[config.mk]
export PLATFORM = sky130hd
export DESIGN_NAME = sync_fifo
export DESIGN_NICKNAME = d
export VERILOG_FILES = /design/src/rtl/sync_fifo.sv
export SDC_FILE = /design/constraint.sdc
export NUM_CORES = 1
export LEC_CHECK = 0
export CORE_ASPECT_RATIO = 1.4
export CORE_MARGIN = 3
export CORE_UTILIZATION = 35
export DETAILED_ROUTE_END_ITERATION = 10
export MAX_ROUTING_LAYER = met4
export PLACE_DENSITY = 0.62
export SKIP_CTS_REPAIR_TIMING = 1
export SYNTH_ARGS = -nofsm -noshare
export SYNTH_HDL_FRONTEND = slang
export SYNTH_SLANG_ARGS = --single-unit
[constraint.sdc]
create_clock -name clk -period 2.9 [get_ports clk]
set_input_delay 0.58 -clock clk [delete_from_list [all_inputs] [get_ports clk]]
set_output_delay 0.58 -clock clk [all_outputs]
set_load 0.005 [all_outputs]
[src/rtl/sync_fifo.sv]
// sync_fifo: single-clock FIFO with full/empty flags.
//   clk, rst     - clock, asynchronous active-high reset (clears pointers only)
//   push_i       - write push_data_i; accepted when not full, or when full and
//                  a pop happens in the same cycle
//   pop_i        - remove head entry; ignored when empty
//   pop_data_o   - head entry (valid when !empty_o)
//   full_o       - DEPTH entries held
//   empty_o      - no entries held
module sync_fifo #(
    parameter int unsigned WIDTH = 8,
    parameter int unsigned DEPTH = 8
) (
    input  logic             clk,
    input  logic             rst,
    input  logic             push_i,
    input  logic [WIDTH-1:0] push_data_i,
    input  logic             pop_i,
    output logic [WIDTH-1:0] pop_data_o,
    output logic             full_o,
    output logic             empty_o
);

    localparam int unsigned AW = $clog2(DEPTH);

    // One extra pointer bit distinguishes full from empty.
    logic [AW:0]      wr_ptr_q, wr_ptr_d;
    logic [AW:0]      rd_ptr_q, rd_ptr_d;
    logic [WIDTH-1:0] mem_q [DEPTH];
    logic             push_ok, pop_ok;

    assign empty_o = (wr_ptr_q == rd_ptr_q);
    assign full_o  = (wr_ptr_q[AW] != rd_ptr_q[AW]) &&
                     (wr_ptr_q[AW-1:0] == rd_ptr_q[AW-1:0]);

    // When full, the slot being written is the head being popped this cycle,
    // so a simultaneous push/pop is safe.
    assign pop_ok  = pop_i && !empty_o;
    assign push_ok = push_i && (!full_o || pop_ok);

    assign pop_data_o = mem_q[rd_ptr_q[AW-1:0]];

    always_comb begin
        wr_ptr_d = wr_ptr_q + {{AW{1'b0}}, push_ok};
        rd_ptr_d = rd_ptr_q + {{AW{1'b0}}, pop_ok};
    end

    always_ff @(posedge clk or posedge rst) begin
        if (rst) begin
            wr_ptr_q <= '0;
            rd_ptr_q <= '0;
        end else begin
            wr_ptr_q <= wr_ptr_d;
            rd_ptr_q <= rd_ptr_d;
        end
    end

    always_ff @(posedge clk) begin
        if (push_ok) begin
            mem_q[wr_ptr_q[AW-1:0]] <= push_data_i;
        end
    end

endmodule

==> impl_metrics.csv, run 1 <==
group,metric,value,unit
status,status,"complete, no violations",
sta,tns,0,ns
cells_and_area,fill_cells,716,
clock_tree,clkTransAtPathRegs,0.05,ns
worst_hold_path,whs_endpoint,"wr_ptr_q[3]",
critical_path,reg2regPathDepth,6,
sta,fin_skew,0.005496,ns
critical_path,worstPathCellList,"buf_4, mux4_1, mux2_4, clkdlybuf4s50_1",
route,ant_nets,0,
logic_synthesis,synth_nets,160,
cells_and_area,mostFrequentLayoutCells,"edfxtp_1, clkdlybuf4s50_1, buf_4",
critical_path,r2r_setup_slack,0.64,ns
logic_synthesis,ys_seq_area_share,71.26,%
logic_synthesis,synth_seq_cells,72,
cells_and_area,nets,200,
critical_path,worst_ep_required_time,2.32,ns
placed_design,dp_hpwl,3.762,mm
logic_synthesis,synth_largest_area_cell,"edfxtp_1",
logic_synthesis,synth.area.top_cells,"edfxtp_1, mux4_2, dfrtp_1, mux4_1, mux2_4",
power,peakVddDrop,0.5195,mV
sta,final-hold-violation-count,0,
floorplanning,core_area,0.008198,mm2
worst_hold_path,hold_depth,1,
logic_synthesis,synth_top_area_share,64.54,%
critical_path,cp-start-kind,"flip-flop",
cells_and_area,syn_to_final_growth,21.93,%
clock_tree,htree_levels,3,
global_routing,grt_pass1_wl,8.487,mm
critical_path,critPathMaxFanout,11,
cells_and_area,drive_above_1_share,25.93,%
route,via_count,1443,
critical_path,crit_arrival,2.20,ns
cells_and_area,finalInstanceArea,0.003631,mm2
critical_path,cp_slowest_cell,"mux4_1",
logic_synthesis,syn_area,0.002978,mm2
global_routing,grtUsageTotal,12.46,%
cells_and_area,layout_commonest_cell,"edfxtp_1",
route,first_pass_iters,4,
global_routing,grt_max_degree,12,
cells_and_area,regArea,0.002123,mm2
route,drc,0,
critical_path,slowest_delay,0.58,ns
placed_design,io_buffers,21,
floorplanning,die-area,0.009667,mm2
clock_tree,cts_buffers,9,
placed_design,dpl_cell_area,0.003367,mm2
floorplanning,die_h,115.1,um
clock_tree,cts_sinks,72,
route,avgViaCountPerCell,4.959,
route,wl_per_cell,18.48,um
critical_path,r2r-start,"rd_ptr_q[2]",
logic_synthesis,synth_cell_types,27,
clock_tree,root_buffer,"clkbuf_16",
floorplanning,initial_core_util,36.32,%
power,cellPowerDensity,1018,mW/mm2
clock_tree,cts_tree,"built",
worst_hold_path,holdCritStartpoint,"wr_ptr_q[3]",
sta,hold_slack,0.5084,ns
critical_path,path_class,"reg2out",
cells_and_area,antenna_cells,0,
clock_tree,clockBufferDepth,2,
global_routing,overflow,0,
cells_and_area,multi_input_area,787.0,um2
critical_path,r2r_end,"mem_q[1][1]",
floorplanning,rows,39,
worst_hold_path,hold_class,"reg2reg",
route,drt_iter0_drc,97,
sta,fin_crit,2.779,ns
clock_tree,clkLatencyLatePin,0.32,ns
sta,fmax,359.9,MHz
sta,fin_crit_sh,95.82,%
sta,tightest_slew,0.3840,ns
global_routing,antenna_found_initial,0,
critical_path,crit_path_end_kind,"output port",
sta,rsz0062_at_grt,"false",
global_routing,grt_pass1_vias,1533,
logic_synthesis,yosysWarnings,0,
logic_synthesis,syn_area_per_cell,20.68,um2
flow_run,drv_cap,0,
placed_design,routabilityCongestion,0.8384,
power,p_leak,1.263,nW
sta,maxSlewViolCount,0,
route,routed_wl,5.377,mm
floorplanning,die_w,83.96,um
sta,setup_viol,0,
sta,maxSlewHeadroom,74.22,%
logic_synthesis,syn_inst,144,
floorplanning,io_pins,22,
cell usage after synthesis:
master	number
edfxtp_1	64
mux4_2	11
a21oi_1	8
dfrtp_1	8
mux2_4	7
mux4_1	5
nand3_1	5
ha_1	4
nand2_1	4
xor2_1	4
buf_2	3
nor2b_1	3
xnor2_1	3
buf_4	2
a2111oi_2	1
a21boi_1	1
and2_1	1
buf_12	1
buf_6	1
clkinv_1	1
inv_1	1
mux2_2	1
nand4_1	1
nor2_1	1
nor3_1	1
nor4_4	1
xor2_2	1
worst max-delay path: cells and delay by family, from the launching register on:
kind | cells | cell delay [ns]
buf+inv | 2 | 0.67
flops | 1 | 0.34
mux | 2 | 0.86
flip-flops by register name, summed over array words and instances (netlist names):
signal / count
wr_ptr_q: 4
rd_ptr_q: 4
mem_q: 64
logic make-up after synthesis:
family,count (synthesis),share of synthesized area (%)
DFF,72,71.26
muxes,24,16.64
and+or+nand+nor,17,3.403
AOI/OAI and AO/OA,10,2.101
buffers and inverters,9,2.310
xor gates and xnor gates,8,2.605
adders and majority gates,4,1.681
per-layer routing:
metal | GRT usage [%] | vias to the layer above | routed length [um]
met2 | 20.66 | 30 | 2893
met1 | 13.57 | 734 | 2196
met4 | 5.794 | 0 | 126
li1 | - | 667 | -
met5 | - | - | 0
met3 | 4.158 | 12 | 161
worst max path at each step:
| stage | from | end | cells past startpoint |
|---|---|---|---|
| final | rd_ptr_q[1] | pop_data_o[4] | 4 |
| after global routing | rd_ptr_q[2] | empty_o | 5 |
| after CTS | rd_ptr_q[2] | empty_o | 5 |
| after detailed placement | rd_ptr_q[2] | empty_o | 5 |
| after global placement | rd_ptr_q[2] | empty_o | 5 |
| after floorplan | rd_ptr_q[1] | mem_q[1][0] | 4 |
final cells by class:
| class | count | share of cell area [%] |
|---|---|---|
| clock inverters | 1 | 0.1378 |
| repair buffers | 36 | 8.890 |
| well taps | 102 | 3.515 |
| multi-input cells | 63 | 21.67 |
| flip-flops and latches | 72 | 58.48 |
| clock buffers | 15 | 7.099 |
| inverters | 2 | 0.2068 |
where the power goes:
group	total (mW)	switching [mW]	internal [mW]
Combinational	1.27	0.531	0.735
Sequential	1.47	0.137	1.34
Clock	0.955	0.354	0.601
Total	3.69	1.02	2.67
stage by stage:
step	utilization (%)	setup slack (ns)	cells	total power, mW
3_5_place_dp	41.07	0.3395	275	2.783
3_3_place_gp	41.07	0.3618	275	2.753
4_1_cts	44.28	-0.01997	291	3.755
2_1_floorplan	-	0.8351	144	2.317
5_1_grt	44.29	0.02070	291	3.895
6_report	44.29	0.1212	291	3.695
Power figures use the tool's default switching activity.
==> inputs of run 2 (changes only) <==
==> constraint.sdc (replaced) <==
create_clock -name clk -period 3.2 [get_ports clk]
set_input_delay 0.64 -clock clk [delete_from_list [all_inputs] [get_ports clk]]
set_output_delay 0.64 -clock clk [all_outputs]
set_load 0.005 [all_outputs]
==> impl_metrics.csv, run 2 (synthesized netlist as in run 1, its figures left out) <==
group,metric,value,unit
sta,hold_slack,0.4903,ns
critical_path,critPathMaxFanout,14,
clock_tree,clkLatencyLatePin,0.32,ns
cells_and_area,instances_no_fill,290,
global_routing,overflow,0,
cells_and_area,drive_above_1_share,27.66,%
clock_tree,cts_sinks,72,
cells_and_area,antenna_cells,0,
flow_run,drv_cap,0,
power,p_leak,1.292,nW
route,via_count,1453,
critical_path,reg2regPathDepth,6,
cells_and_area,final_util,45.04,%
power,cellPowerDensity,956.3,mW/mm2
critical_path,r2r-start,"rd_ptr_q[1]",
critical_path,r2r_end,"mem_q[1][2]",
sta,maxSlewHeadroom,73.26,%
critical_path,worst_ep_required_time,2.56,ns
cells_and_area,mostFrequentLayoutCells,"edfxtp_1, clkdlybuf4s50_1, buf_4",
global_routing,grtUsageTotal,12.96,%
route,routed_wl,5.304,mm
placed_design,routabilityCongestion,0.8164,
route,first_pass_iters,4,
global_routing,grt_max_degree,20,
status,status,"complete, no violations",
route,avgViaCountPerCell,5.010,
route,wl_per_cell,18.29,um
worst_hold_path,whs_endpoint,"wr_ptr_q[3]",
floorplanning,rows,39,
critical_path,cp-start-kind,"flip-flop",
sta,rsz0062_at_grt,"false",
floorplanning,io_pins,22,
cells_and_area,largest_reg_flops,64,
critical_path,cpLargestDelayFamily,"multiplexers",
floorplanning,die_h,115.1,um
route,ant_nets,0,
worst_hold_path,holdCritStartpoint,"wr_ptr_q[3]",
clock_tree,cts_tree,"built",
worst_hold_path,hold_class,"reg2reg",
route,drt_iter0_drc,122,
sta,setup_viol,0,
critical_path,path_class,"reg2out",
clock_tree,clockBufferDepth,2,
route,drc,0,
floorplanning,die_w,83.96,um
clock_tree,htree_levels,3,
sta,maxSlewViolCount,0,
global_routing,grt_pass1_vias,1620,
sta,tightest_slew,0.3982,ns
clock_tree,cts_buffers,9,
placed_design,dp_hpwl,3.527,mm
floorplanning,initial_core_util,36.32,%
placed_design,io_buffers,21,
critical_path,crit_path_end_kind,"output port",
sta,final-hold-violation-count,0,
sta,fin_skew,0.007944,ns
worst_hold_path,hold_depth,1,
critical_path,critPathBufInv,2,
critical_path,r2r_setup_slack,0.94,ns
global_routing,antenna_found_initial,0,
global_routing,grt_pass1_wl,8.935,mm
critical_path,crit_arrival,2.36,ns
critical_path,worstPathCellList,"buf_12, mux4_1, mux2_4, clkdlybuf4s50_1",
cells_and_area,nets,199,
sta,fin_crit_sh,93.63,%
placed_design,pre_cts_slack,0.5172,ns
critical_path,cp_slowest_cell,"mux4_1",
power,peakVddDrop,0.4234,mV
cells_and_area,fill_cells,705,
floorplanning,die-area,0.009667,mm2
cells_and_area,syn_to_final_growth,23.99,%
sta,fmax,333.7,MHz
cells_and_area,layout_commonest_cell,"edfxtp_1",
floorplanning,core_area,0.008198,mm2
clock_tree,root_buffer,"clkbuf_16",
clock_tree,clkTransAtPathRegs,0.06,ns
sta,tns,0,ns
sta,fin_crit,2.996,ns
sta,setup_slack,0.2037,ns
critical_path,slowest_delay,0.56,ns
placed_design,dpl.cell_count,274,
## run 2: changes by cell type in the layout (fill, tap and decap cells not counted), sizes merged
cell,before,now
clkbuf,15,9
bufinv,0,2
clkinv,2,4
buf,15,14
clkinvlp,0,1
inv,1,2
## run 2: through the flow
step | power (mW) | cell area [um2]
2_1_floorplan | 2.099 | 2978
5_1_grt | 3.734 | 3692
4_1_cts | 3.586 | 3692
6_report | 3.531 | 3692
3_3_place_gp | 2.489 | 3372
3_5_place_dp | 2.526 | 3372
## run 2: power by group
group	internal, mW	switching, mW
Clock	0.683	0.365
Sequential	1.21	0.113
Combinational	0.675	0.487
## run 2: worst max path at each step
stage                            from             to  slack, ns  cells after the start
after floorplan           rd_ptr_q[1]    mem_q[1][0]       1.14                      4
after global placement    rd_ptr_q[1]  pop_data_o[3]       0.54                      4
after detailed placement  rd_ptr_q[1]  pop_data_o[0]       0.52                      4
after CTS                 rd_ptr_q[1]  pop_data_o[0]       0.17                      4
after global routing      rd_ptr_q[1]  pop_data_o[1]       0.08                      4
final                     rd_ptr_q[1]  pop_data_o[0]       0.20                      4
## run 2: routing by layer
layer	vias to the layer above	global-route usage, %	share of wire (%)
li1	661	-	-
met3	7	3.728	3.3
met4	0	4.506	1.1
met5	-	-	0
met2	26	21.40	53
met1	759	15.27	43
## run 2: worst reg2reg max path, stage by stage, from the launching register on
cell	delay [ns]
dfrtp_1	0.54
buf_12	0.21
xor2_1	0.30
nor4_4	0.08
buf_4	0.18
a2111oi_2	0.37
buf_4	0.27
## run 2: cell type report
type | instances | area (um2) | area share, %
clock inverters | 7 | 95.09 | 2.575
inverters | 2 | 7.507 | 0.2033
repair buffers | 35 | 327.8 | 8.878
well taps | 102 | 127.6 | 3.456
clock buffers | 9 | 225.2 | 6.100
flip-flops and latches | 72 | 2122 | 57.47
multi-input cells | 63 | 787.0 | 21.31
==> inputs of run 3 (changes only) <==
--- a/config.mk
+++ b/config.mk
@@ -6,11 +6,10 @@
 export NUM_CORES = 1
 export LEC_CHECK = 0
 export CORE_ASPECT_RATIO = 1.4
-export CORE_MARGIN = 3
-export CORE_UTILIZATION = 35
+export CORE_UTILIZATION = 62
 export DETAILED_ROUTE_END_ITERATION = 10
 export MAX_ROUTING_LAYER = met4
-export PLACE_DENSITY = 0.62
+export PLACE_DENSITY = 0.94
 export SKIP_CTS_REPAIR_TIMING = 1
 export SYNTH_ARGS = -nofsm -noshare
 export SYNTH_HDL_FRONTEND = slang
==> impl_metrics.csv, run 3 (synthesized netlist as in run 1, its figures left out) <==
group,metric,value,unit
cells_and_area,layout_commonest_cell,"edfxtp_1",
floorplanning,die_w,60.57,um
power,seq_power_share,44.4,%
clock_tree,htree_levels,3,
clock_tree,root_buffer,"clkbuf_8",
power,pwr-share-comb,36.9,%
floorplanning,core_area,0.004572,mm2
placed_design,io_buffers,21,
status,status,"complete, no violations",
power,peakVddDrop,0.5193,mV
critical_path,cp.depth,4,
cells_and_area,drive_above_1_share,24.86,%
floorplanning,io_pins,22,
critical_path,critPathMaxFanout,16,
power,p_leak,1.198,nW
critical_path,r2r-start,"rd_ptr_q[2]",
cells_and_area,nets,197,
cells_and_area,largest_reg_flops,64,
global_routing,overflow,0,
global_routing,grt_max_degree,17,
floorplanning,die-area,0.005088,mm2
critical_path,cp_slowest_cell,"mux4_1",
power,p_sw,0.9139,mW
route,first_pass_iters,4,
cells_and_area,finalInstanceArea,0.003447,mm2
sta,setup_viol,0,
critical_path,worstPathCellList,"buf_4, mux4_1, mux2_4, clkdlybuf4s50_1",
floorplanning,initial_core_util,65.13,%
flow_run,drv_cap,0,
power,internal_power,2.128,mW
route,drc,0,
critical_path,crit_path_end_kind,"output port",
clock_tree,cts_buffers,9,
sta,maxSlewHeadroom,61.13,%
global_routing,grtUsageTotal,25.22,%
floorplanning,die_h,84,um
critical_path,r2r_setup_slack,0.93,ns
power,power.switching_fraction,30.04,%
placed_design,dp_hpwl,3.477,mm
sta,rsz0062_at_grt,"false",
power,power,3.042,mW
critical_path,slowest_delay,0.60,ns
power,cellPowerDensity,882.5,mW/mm2
placed_design,routabilityCongestion,0.7396,
cells_and_area,syn_to_final_growth,15.76,%
worst_hold_path,holdCritStartpoint,"rd_ptr_q[3]",
clock_tree,clockBufferDepth,2,
clock_tree,cts_sinks,72,
sta,maxSlewViolCount,0,
clock_tree,clkTransAtPathRegs,0.07,ns
route,ant_nets,0,
power,p_clk_share,18.7,%
critical_path,r2r_end,"mem_q[1][2]",
worst_hold_path,hold_depth,1,
cells_and_area,mostFrequentLayoutCells,"edfxtp_1, clkdlybuf4s50_1, buf_4",
global_routing,grt_pass1_vias,1641,
floorplanning,rows,29,
global_routing,grt_pass1_wl,8.238,mm
sta,fin_crit,3.067,ns
worst_hold_path,whs_endpoint,"rd_ptr_q[3]",
clock_tree,clkLatencyLatePin,0.33,ns
critical_path,cpLargestDelayFamily,"multiplexers",
sta,fin_crit_sh,95.85,%
critical_path,reg2regPathDepth,5,
critical_path,cp-start-kind,"flip-flop",
sta,final-hold-violation-count,0,
cells_and_area,antenna_cells,0,
placed_design,dpl_cell_area,0.003294,mm2
critical_path,crit_arrival,2.43,ns
sta,tns,0,ns
route,avgViaCountPerCell,6.036,
critical_path,critPathBufInv,2,
critical_path,path_class,"reg2out",
sta,fin_skew,0.005015,ns
clock_tree,cts_tree,"built",
sta,tightest_slew,0.5831,ns
critical_path,worst_ep_required_time,2.56,ns
route,routed_wl,5.207,mm
route,wl_per_cell,21.08,um
route,drt_iter0_drc,57,
global_routing,antenna_found_initial,0,
sta,fmax,326.0,MHz
worst_hold_path,hold_class,"reg2reg",
route,via_count,1491,
==> run 3: area by class of cell <==
cell class / instances / area [um2]
clock buffers: 10 / 127.6
multi-input cells: 63 / 787.0
well taps: 62 / 77.57
fillers: 276 / 1125
clock inverters: 5 / 25.02
inverters: 2 / 7.507
repair buffers: 33 / 300.3
flip-flops and latches: 72 / 2122
==> run 3: metal layers <==
metal | wire length (um) | vias to the layer above | global-route usage [%]
met3 | 260 | 22 | 7.907
met2 | 2783 | 62 | 39.26
met4 | 190 | 0 | 13.64
li1 | - | 653 | -
met5 | 0 | - | -
met1 | 1972 | 754 | 28.36
==> run 3: power by group through the flow <==
stage | Sequential, mW | Combinational, mW | Clock [mW]
after floorplan | 1.27 | 0.825 | 0
after global placement | 1.35 | 1.07 | 0
after detailed placement | 1.37 | 1.12 | 0
after CTS | 1.35 | 1.13 | 0.581
after global routing | 1.37 | 1.20 | 0.624
final | 1.35 | 1.12 | 0.568
==> run 3: worst max path at each step <==
stage                 from             to  slack, ns
2_1_floorplan  rd_ptr_q[1]    mem_q[1][0]       1.14
3_3_place_gp   rd_ptr_q[1]  pop_data_o[4]       0.56
3_5_place_dp   rd_ptr_q[1]  pop_data_o[7]       0.49
4_1_cts        rd_ptr_q[1]  pop_data_o[7]       0.11
5_1_grt        rd_ptr_q[1]  pop_data_o[7]       0.05
6_report       rd_ptr_q[1]  pop_data_o[7]       0.13
==> run 3: metrics by stage <==
step / hold WS, ns / utilization, % / std cells / worst slack (ns)
detailed placement: 0.4952 / 72.06 / 232 / 0.4887
finish: 0.5047 / 75.40 / 247 / 0.1326
floorplan: 0.4557 / - / 144 / 1.135
global placement: 0.4838 / 72.06 / 232 / 0.5601
global route: 0.5215 / 75.40 / 247 / 0.04531
CTS: 0.5074 / 75.40 / 247 / 0.1087
